<file path="src/rtl/instruction_decode_stage_pkg.sv">
// Shared widths, instruction field positions and the decoded bundle
// used by the decode stage and its consumers.
package instruction_decode_stage_pkg;

    localparam int INSTR_W = 32;
    localparam int OPC_W   = 5;
    localparam int REG_AW  = 4;
    localparam int NUM_OPC = 20;

    localparam int OPC_MSB     = 31;
    localparam int OPC_LSB     = 27;
    localparam int IMM_SEL_BIT = 26;
    localparam int RD_MSB      = 25;
    localparam int RD_LSB      = 22;
    localparam int RN_MSB      = 21;
    localparam int RN_LSB      = 18;
    localparam int RM_MSB      = 17;
    localparam int RM_LSB      = 14;
    localparam int IMM8_MSB    = 7;
    localparam int IMM8_LSB    = 0;

    localparam int PAYLOAD_W = 2 * INSTR_W;

    typedef struct packed {
        logic [OPC_W-1:0]   opcode;
        logic               imm_sel;
        logic [REG_AW-1:0]  rd;
        logic [REG_AW-1:0]  rn;
        logic [REG_AW-1:0]  rm;
        logic [7:0]         imm_8;
        logic [INSTR_W-1:0] pc;
        logic               illegal;
    } decoded_t;

    function automatic logic is_illegal(input logic [OPC_W-1:0] opc);
        return int'(opc) >= NUM_OPC;
    endfunction

endpackage

</file>
<file path="src/rtl/decode_skid_buffer.sv">
// Two-entry valid/ready register pair: output register plus one skid
// entry, so in_ready can come straight from a flop.
module decode_skid_buffer #(
    parameter int W = 64
) (
    input  logic         clk,
    input  logic         rst_n,
    input  logic         flush,
    input  logic         in_valid,
    output logic         in_ready,
    input  logic [W-1:0] in_data,
    output logic         out_valid,
    input  logic         out_ready,
    output logic [W-1:0] out_data
);

    logic         out_valid_q, out_valid_d;
    logic [W-1:0] out_data_q, out_data_d;
    logic         skid_valid_q, skid_valid_d;
    logic [W-1:0] skid_data_q, skid_data_d;
    logic         in_ready_q, in_ready_d;
    logic         accept, emit;

    assign accept = in_valid && in_ready_q;
    assign emit   = out_valid_q && out_ready;

    always_comb begin
        out_valid_d  = out_valid_q;
        out_data_d   = out_data_q;
        skid_valid_d = skid_valid_q;
        skid_data_d  = skid_data_q;
        if (flush) begin
            out_valid_d  = 1'b0;
            skid_valid_d = 1'b0;
        end else if (emit) begin
            // skid is always older than anything arriving this cycle
            if (skid_valid_q) begin
                out_data_d   = skid_data_q;
                skid_valid_d = 1'b0;
            end else if (accept) begin
                out_data_d = in_data;
            end else begin
                out_valid_d = 1'b0;
            end
        end else if (accept) begin
            if (!out_valid_q) begin
                out_data_d  = in_data;
                out_valid_d = 1'b1;
            end else begin
                skid_data_d  = in_data;
                skid_valid_d = 1'b1;
            end
        end
        in_ready_d = !skid_valid_d;
    end

    always_ff @(posedge clk) begin
        if (!rst_n) begin
            out_valid_q  <= 1'b0;
            out_data_q   <= '0;
            skid_valid_q <= 1'b0;
            skid_data_q  <= '0;
            in_ready_q   <= 1'b0;
        end else begin
            out_valid_q  <= out_valid_d;
            out_data_q   <= out_data_d;
            skid_valid_q <= skid_valid_d;
            skid_data_q  <= skid_data_d;
            in_ready_q   <= in_ready_d;
        end
    end

    assign in_ready  = in_ready_q;
    assign out_valid = out_valid_q;
    assign out_data  = out_data_q;

endmodule

</file>
<file path="src/rtl/instruction_decode_stage.sv">
// Decode stage: buffers fetch words in a skid pair, splits the presented
// word into fields and counts completed handshakes to execute.
module instruction_decode_stage
    import instruction_decode_stage_pkg::*;
(
    input  logic               clk,
    input  logic               rst_n,
    input  logic               flush,
    input  logic               in_valid,
    output logic               in_ready,
    input  logic [INSTR_W-1:0] in_instr,
    input  logic [INSTR_W-1:0] in_pc,
    output logic               out_valid,
    input  logic               out_ready,
    output logic [OPC_W-1:0]   out_opcode,
    output logic               out_imm_sel,
    output logic [REG_AW-1:0]  out_rd,
    output logic [REG_AW-1:0]  out_rn,
    output logic [REG_AW-1:0]  out_rm,
    output logic [7:0]         out_imm_8,
    output logic [INSTR_W-1:0] out_pc,
    output logic               out_illegal,
    output logic [15:0]        decode_count
);

    logic [PAYLOAD_W-1:0] held;
    logic [INSTR_W-1:0]   instr;
    logic [5:0]           unused_bits;
    decoded_t             dec;
    logic [15:0]          count_q, count_d;

    decode_skid_buffer #(.W(PAYLOAD_W)) u_skid (
        .clk       (clk),
        .rst_n     (rst_n),
        .flush     (flush),
        .in_valid  (in_valid),
        .in_ready  (in_ready),
        .in_data   ({in_pc, in_instr}),
        .out_valid (out_valid),
        .out_ready (out_ready),
        .out_data  (held)
    );

    assign instr       = held[INSTR_W-1:0];
    assign unused_bits = instr[13:8];

    always_comb begin
        dec         = '0;
        dec.opcode  = instr[OPC_MSB:OPC_LSB];
        dec.imm_sel = instr[IMM_SEL_BIT];
        dec.rd      = instr[RD_MSB:RD_LSB];
        dec.rn      = instr[RN_MSB:RN_LSB];
        dec.rm      = instr[RM_MSB:RM_LSB];
        dec.imm_8   = instr[IMM8_MSB:IMM8_LSB];
        dec.pc      = held[PAYLOAD_W-1:INSTR_W];
        dec.illegal = is_illegal(dec.opcode);
    end

    // flush does not clear the count; an emit in the flush cycle still counts
    always_comb begin
        count_d = count_q;
        if (out_valid && out_ready) begin
            count_d = count_q + 16'd1;
        end
    end

    always_ff @(posedge clk) begin
        if (!rst_n) begin
            count_q <= '0;
        end else begin
            count_q <= count_d;
        end
    end

    assign out_opcode   = dec.opcode;
    assign out_imm_sel  = dec.imm_sel;
    assign out_rd       = dec.rd;
    assign out_rn       = dec.rn;
    assign out_rm       = dec.rm;
    assign out_imm_8    = dec.imm_8;
    assign out_pc       = dec.pc;
    assign out_illegal  = dec.illegal;
    assign decode_count = count_q;

endmodule

</file>
<file path="config.mk">
export PLATFORM = sky130hd
export DESIGN_NAME = instruction_decode_stage
export DESIGN_NICKNAME = d
export VERILOG_FILES = /design/src/rtl/instruction_decode_stage_pkg.sv /design/src/rtl/decode_skid_buffer.sv /design/src/rtl/instruction_decode_stage.sv
export SDC_FILE = /design/constraint.sdc
export NUM_CORES = 1
export LEC_CHECK = 0
export BUFFER_PORTS_ARGS = -buffer_cell sky130_fd_sc_hd__buf_2
export CELL_PAD_IN_SITES_DETAIL_PLACEMENT = 1
export CELL_PAD_IN_SITES_GLOBAL_PLACEMENT = 2
export CORE_AREA = 2 2 140 142
export DETAILED_ROUTE_END_ITERATION = 16
export DIE_AREA = 0 0 142 144
export GPL_ROUTABILITY_DRIVEN = 0
export PLACE_DENSITY = 0.88
export SLEW_MARGIN = 10
export SYNTH_ARGS = -nofsm -noshare
export SYNTH_HDL_FRONTEND = slang
export SYNTH_HIERARCHICAL = 1
export SYNTH_SLANG_ARGS = --single-unit
export TNS_END_PERCENT = 100
</file>
<file path="constraint.sdc">
create_clock -name clk -period 2.39 [get_ports clk]
set_input_delay 0.478 -clock clk [delete_from_list [all_inputs] [get_ports clk]]
set_output_delay 0.478 -clock clk [all_outputs]
set_load 0.02 [all_outputs]
</file>
==> results of run 1 <==
## worst max-delay path: stages (launching register included)
cell and delay, ns:
dfxtp_1 0.71, a22o_2 0.30, buf_4 0.38, a31oi_1 0.17, a211oi_2 0.23
## cell type report
type                    count  area [um2]  share of cell area [%]
inverters                   7        30.0                   0.398
well taps                 238         298                    3.95
repair buffers            157         893                    11.8
clock buffers              18         439                    5.82
flip-flops and latches    135        2700                    35.8
clock inverters            14         104                    1.38
diodes                      2        5.00                  0.0664
multi-input cells         426        3070                    40.7
## path summary, 6_finish.rpt
check,startpoint,to,slack [ns],cells after the start
setup reg to reg,u_skid/out_valid,u_skid/out_data[29],0.50,4
hold / removal,in_pc[30],u_skid/skid_data_q[62],0.32,3
setup / recovery,u_skid/out_valid,u_skid/out_data[29],0.50,4
hold reg to reg,decode_count[15],decode_count[15],0.47,2
## flip-flops by register name, indices dropped and copies added (netlist names)
register             flops
u_skid/out_data         58
decode_count            16
u_skid/in_ready          1
u_skid/out_valid         1
u_skid/skid_valid_q      1
u_skid/skid_data_q      58
## layer usage
layer	part of all wire [%]	track usage, %	up-vias
li1	-	-	2594
met5	0	0	-
met2	48	29.4	121
met1	46	23.4	2731
met3	5.0	4.83	13
met4	1.0	6.11	0
## per-stage QoR
step / util (%) / instances / setup slack [ns]
3_5_place_dp: 36.7 / 963 / 0.530
2_1_floorplan: - / 646 / 0.805
5_1_grt: 39.5 / 996 / 0.361
3_3_place_gp: 36.7 / 963 / 0.594
4_1_cts: 39.5 / 995 / 0.479
6_report: 39.5 / 997 / 0.501
## power by group through the flow
stage          combinational [uW]  sequential [uW]  clock [uW]
2_1_floorplan                 272             2450           0
3_3_place_gp                  522             2390           0
3_5_place_dp                  529             2390           0
4_1_cts                       532             2340        2490
5_1_grt                       572             2350        2570
6_report                      527             2340        2430
==> results.py, run 1 <==
metrics = {
    "outcome": {
        "status": "finished clean",
    },
    "cells_and_area": {
        "synthToLayoutAreaGrowth_pct": 21.7,
        "layout-drive-gt1-share_pct": 34.2,
        "fill_cells": 2205,
        "fin_area_um2": 7540,
        "final_common_cell": "buf_2",
        "finalNetCount": 814,
        "final_cell_mix": "139 x buf_2, 135 x dfxtp_1, 63 x nand3_1, 61 x mux2i_1, 60 x a21oi_1",
    },
    "detailed_routing": {
        "wl_per_cell_um": 18.4,
        "antenna_left": 0,
        "drtPass1Iterations": 7,
        "drt_iter0_drc": 260,
        "vias_per_cell": 5.48,
        "routed_wl_um": 18400,
        "drc": 0,
        "num_vias": 5459,
    },
    "floorplanning": {
        "core_area_um2": 19100,
        "start_util_pct": 32.5,
        "die_area_um2": 20400,
        "die_h_um": 144,
        "row_count": 51,
        "die_x_um": 142,
        "ioPinCount": 146,
    },
    "timing": {
        "hold_viol_final": 0,
        "tightest_slew_ns": 0.628,
        "period_share_pct": 79.1,
        "max_freq_ghz": 0.529,
        "relSlewSlack_pct": 58.1,
        "finClkSkew_ns": 0.00754,
        "grt_setup_unrepaired": "false",
        "hold_ws_ns": 0.321,
        "fin_crit_ns": 1.89,
        "fin_tns_setup_ns": 0,
        "setup_viol": 0,
        "maxSlewViolCount": 0,
    },
    "clocking": {
        "cts_setup_buffers": 0,
        "cts_buffer_depth": 2,
        "htreeDepth": 4,
        "insertion_delay_ns": 0.42,
        "cts_buffers": 17,
        "tritoncts": "built",
        "post_cts_resized": 0,
        "cts-hold-fix-buffers": 0,
        "cts-root-buf": "clkbuf_16",
        "clkTransAtPathRegs_ns": 0.06,
        "clock-sinks": 135,
    },
    "critical_path": {
        "cp.arrival_ns": 2.22,
        "start_kind": "flip-flop",
        "cp_max_fo": 32,
        "critical_path_class": "flip-flop to flip-flop",
        "crit_path_end_kind": "flip-flop",
        "worstPathRequired_ns": 2.72,
    },
    "power": {
        "power_switching_uw": 1450,
        "combPwrFrac_pct": 9.9,
        "power_uw": 5300,
        "leakagePower_uw": 0.00315,
        "p_seq_share_pct": 44.2,
        "power_density_nw_per_um2": 702,
        "p_int_uw": 3840,
        "pwr-share-clk_pct": 45.9,
        "peakVddDrop_mv": 0.519,
        "swShare_pct": 27.4,
    },
    "global_route": {
        "grtUsageTotal_pct": 18.1,
        "grt_max_degree": 61,
        "grt-ovfl-total": 0,
        "antenna_found_initial": 2,
        "grt_pass1_wl_um": 29400,
        "grt_pass1_vias": 5433,
    },
    "yosys": {
        "synth.avg_cell_area_um2": 9.59,
        "synthCells": 646,
        "yosysWarnings": 6,
        "netlist_area_um2": 6200,
        "syn-num-nets": 716,
    },
    "placement": {
        "hpwl_um": 11000,
        "place_area_um2": 6990,
        "place.port_buffers": 139,
    },
    "flow_run": {
        "cap_violations": 0,
    },
    "min_path": {
        "hp-class": "input port to flip-flop",
    },
}
Note: power is estimated with default switching activity, not from simulation.
==> inputs of run 2 (changes only) <==
Settings changed: CORE_AREA 2 2 140 142 to 2 2 153 155, DIE_AREA 0 0 142 144 to 0 0 155 157, PLACE_DENSITY 0.88 to 0.79.
Clock period 2.39 ns to 1.6 ns, I/O delays scaled along.
==> run 2 against run 1 <==
Design area up 3.9%. Core utilization fell by 4.7 points. Via count shrank 0.44%. Wire length grew 5.1%. Sequential cell count is the same. Critical path depth is the same. Cell count is 5.4% higher. Critical endpoint is now u_skid/out_data[33]. Largest cell class unchanged. Largest power group unchanged. Highest routed layer is now met5.
==> results.py, run 2 (synthesis gave the netlist of run 1 again) <==
metrics = {
    "placement": {
        "place_area_um2": 7290,
        "hpwl_um": 12300,
        "place.port_buffers": 139,
        "pre_cts_slack_ns": 0.0312,
    },
    "detailed_routing": {
        "drtPass1Iterations": 4,
        "drc": 0,
        "routed_wl_um": 19300,
        "vias_per_cell": 5.17,
        "num_vias": 5435,
        "antenna_left": 0,
        "drt_iter0_drc": 326,
        "wl_per_cell_um": 18.4,
    },
    "power": {
        "swShare_pct": 24.8,
        "leakagePower_uw": 0.00328,
        "p_int_uw": 6050,
        "p_seq_share_pct": 43.4,
        "pwr-share-clk_pct": 46.2,
        "power_density_nw_per_um2": 1030,
        "combPwrFrac_pct": 10.4,
        "power_switching_uw": 2000,
        "peakVddDrop_mv": 0.487,
    },
    "timing": {
        "setup_viol": 0,
        "hold_viol_final": 0,
        "tightest_slew_ns": 0.426,
        "finClkSkew_ns": 0.00927,
        "fin_tns_setup_ns": 0,
        "relSlewSlack_pct": 71.5,
        "maxSlewViolCount": 0,
        "grt_setup_unrepaired": "false",
        "max_freq_ghz": 0.674,
        "fin_crit_ns": 1.48,
        "worst_slack_ns": 0.116,
        "period_share_pct": 92.8,
        "hold_ws_ns": 0.172,
    },
    "outcome": {
        "status": "finished clean",
    },
    "critical_path": {
        "cp-endpoint": "u_skid/out_data[33]",
        "cp_max_fo": 25,
        "critical_path.startpoint": "u_skid/in_ready",
        "r2r_slack_ns": 0.12,
        "start_kind": "flip-flop",
        "worst_r2r_endpoint": "u_skid/out_data[33]",
        "cp.arrival_ns": 1.81,
        "critical_path_class": "flip-flop to flip-flop",
        "crit_path_end_kind": "flip-flop",
        "reg2reg_depth": 4,
        "r2r_start": "u_skid/in_ready",
        "worstPathRequired_ns": 1.93,
    },
    "flow_run": {
        "cap_violations": 0,
    },
    "floorplanning": {
        "die_area_um2": 24300,
        "core_area_um2": 22500,
        "start_util_pct": 27.5,
        "ioPinCount": 146,
        "row_count": 55,
        "die_x_um": 155,
        "die_h_um": 157,
    },
    "cells_and_area": {
        "antenna_cells": 0,
        "synthToLayoutAreaGrowth_pct": 26.5,
        "fin_area_um2": 7840,
        "fill_cells": 2563,
        "final_common_cell": "buf_2",
        "layout-drive-gt1-share_pct": 34.7,
        "final_cell_mix": "139 x buf_2, 135 x dfxtp_1, 63 x nand3_1, 61 x mux2i_1, 60 x a21oi_1",
        "finalNetCount": 827,
    },
    "global_route": {
        "grt-ovfl-total": 0,
        "grt_pass1_wl_um": 30600,
        "antenna_found_initial": 2,
        "grt_max_degree": 71,
        "grt_pass1_vias": 5605,
        "grtUsageTotal_pct": 15.9,
    },
    "clocking": {
        "htreeDepth": 4,
        "tritoncts": "built",
        "insertion_delay_ns": 0.41,
        "clkTransAtPathRegs_ns": 0.06,
        "clock-sinks": 135,
        "cts_setup_buffers": 0,
        "cts-root-buf": "clkbuf_16",
        "cts_buffers": 17,
        "cts_buffer_depth": 2,
    },
    "min_path": {
        "hp-class": "input port to flip-flop",
    },
}
## run 2: final cells by class
cell class	count	area, um2	share of cell area [%]
Clock inverter	4	45.0	0.575
Tap cell	285	357	4.55
Inverter	7	31.3	0.399
Timing Repair Buffer	170	1130	14.4
Multi-Input combinational cell	426	3070	39.2
Sequential cell	135	2700	34.5
Clock buffer	24	502	6.40
## run 2: worst min path at each step
stage	startpoint	endpoint	slack, ns	depth (start not counted)
2_1_floorplan	rst_n	u_skid/skid_valid_q	0.44	1
3_3_place_gp	decode_count[15]	decode_count[15]	0.46	2
4_1_cts	in_pc[10]	u_skid/skid_data_q[42]	0.15	3
6_report	in_instr[0]	u_skid/skid_data_q[0]	0.17	3
3_5_place_dp	decode_count[15]	decode_count[15]	0.46	2
5_1_grt	in_instr[23]	u_skid/skid_data_q[23]	0.16	3
## run 2: timing repair
item                                    in CTS  in global routing
gates resized for setup                      0                  1
hold buffers                                 0                  0
endpoints found under the setup margin       0                 17
## run 2: power groups by stage
stage               sequential (uW)  clock (uW)  combinational [uW]
finish                         3490        3720                 839
global route                   3500        3970                 905
CTS                            3490        3830                 846
detailed placement             3570           0                 844
global placement               3570           0                 835
floorplan                      3660           0                 406
## run 2: through the flow
| step | cells | power [uW] | utilization (%) |
|---|---|---|---|
| finish | 1051 | 8050 | 34.8 |
| global route | 1051 | 8380 | 34.8 |
| CTS | 1051 | 8170 | 34.8 |
| detailed placement | 1023 | 4410 | 32.4 |
| global placement | 1023 | 4400 | 32.4 |
| floorplan | 646 | 4070 | - |
## run 2: metal layers
metal,track usage (%),wire (um)
met1,20.0,8970
met2,26.1,8950
met3,5.48,1180
met4,4.14,180
met5,0,21
## run 2: worst max-delay path: stages (launching register included)
cell	delay, ns
dfxtp_1	0.43
a22o_2	0.21
buf_4	0.33
a31oi_1	0.18
a211oi_2	0.23
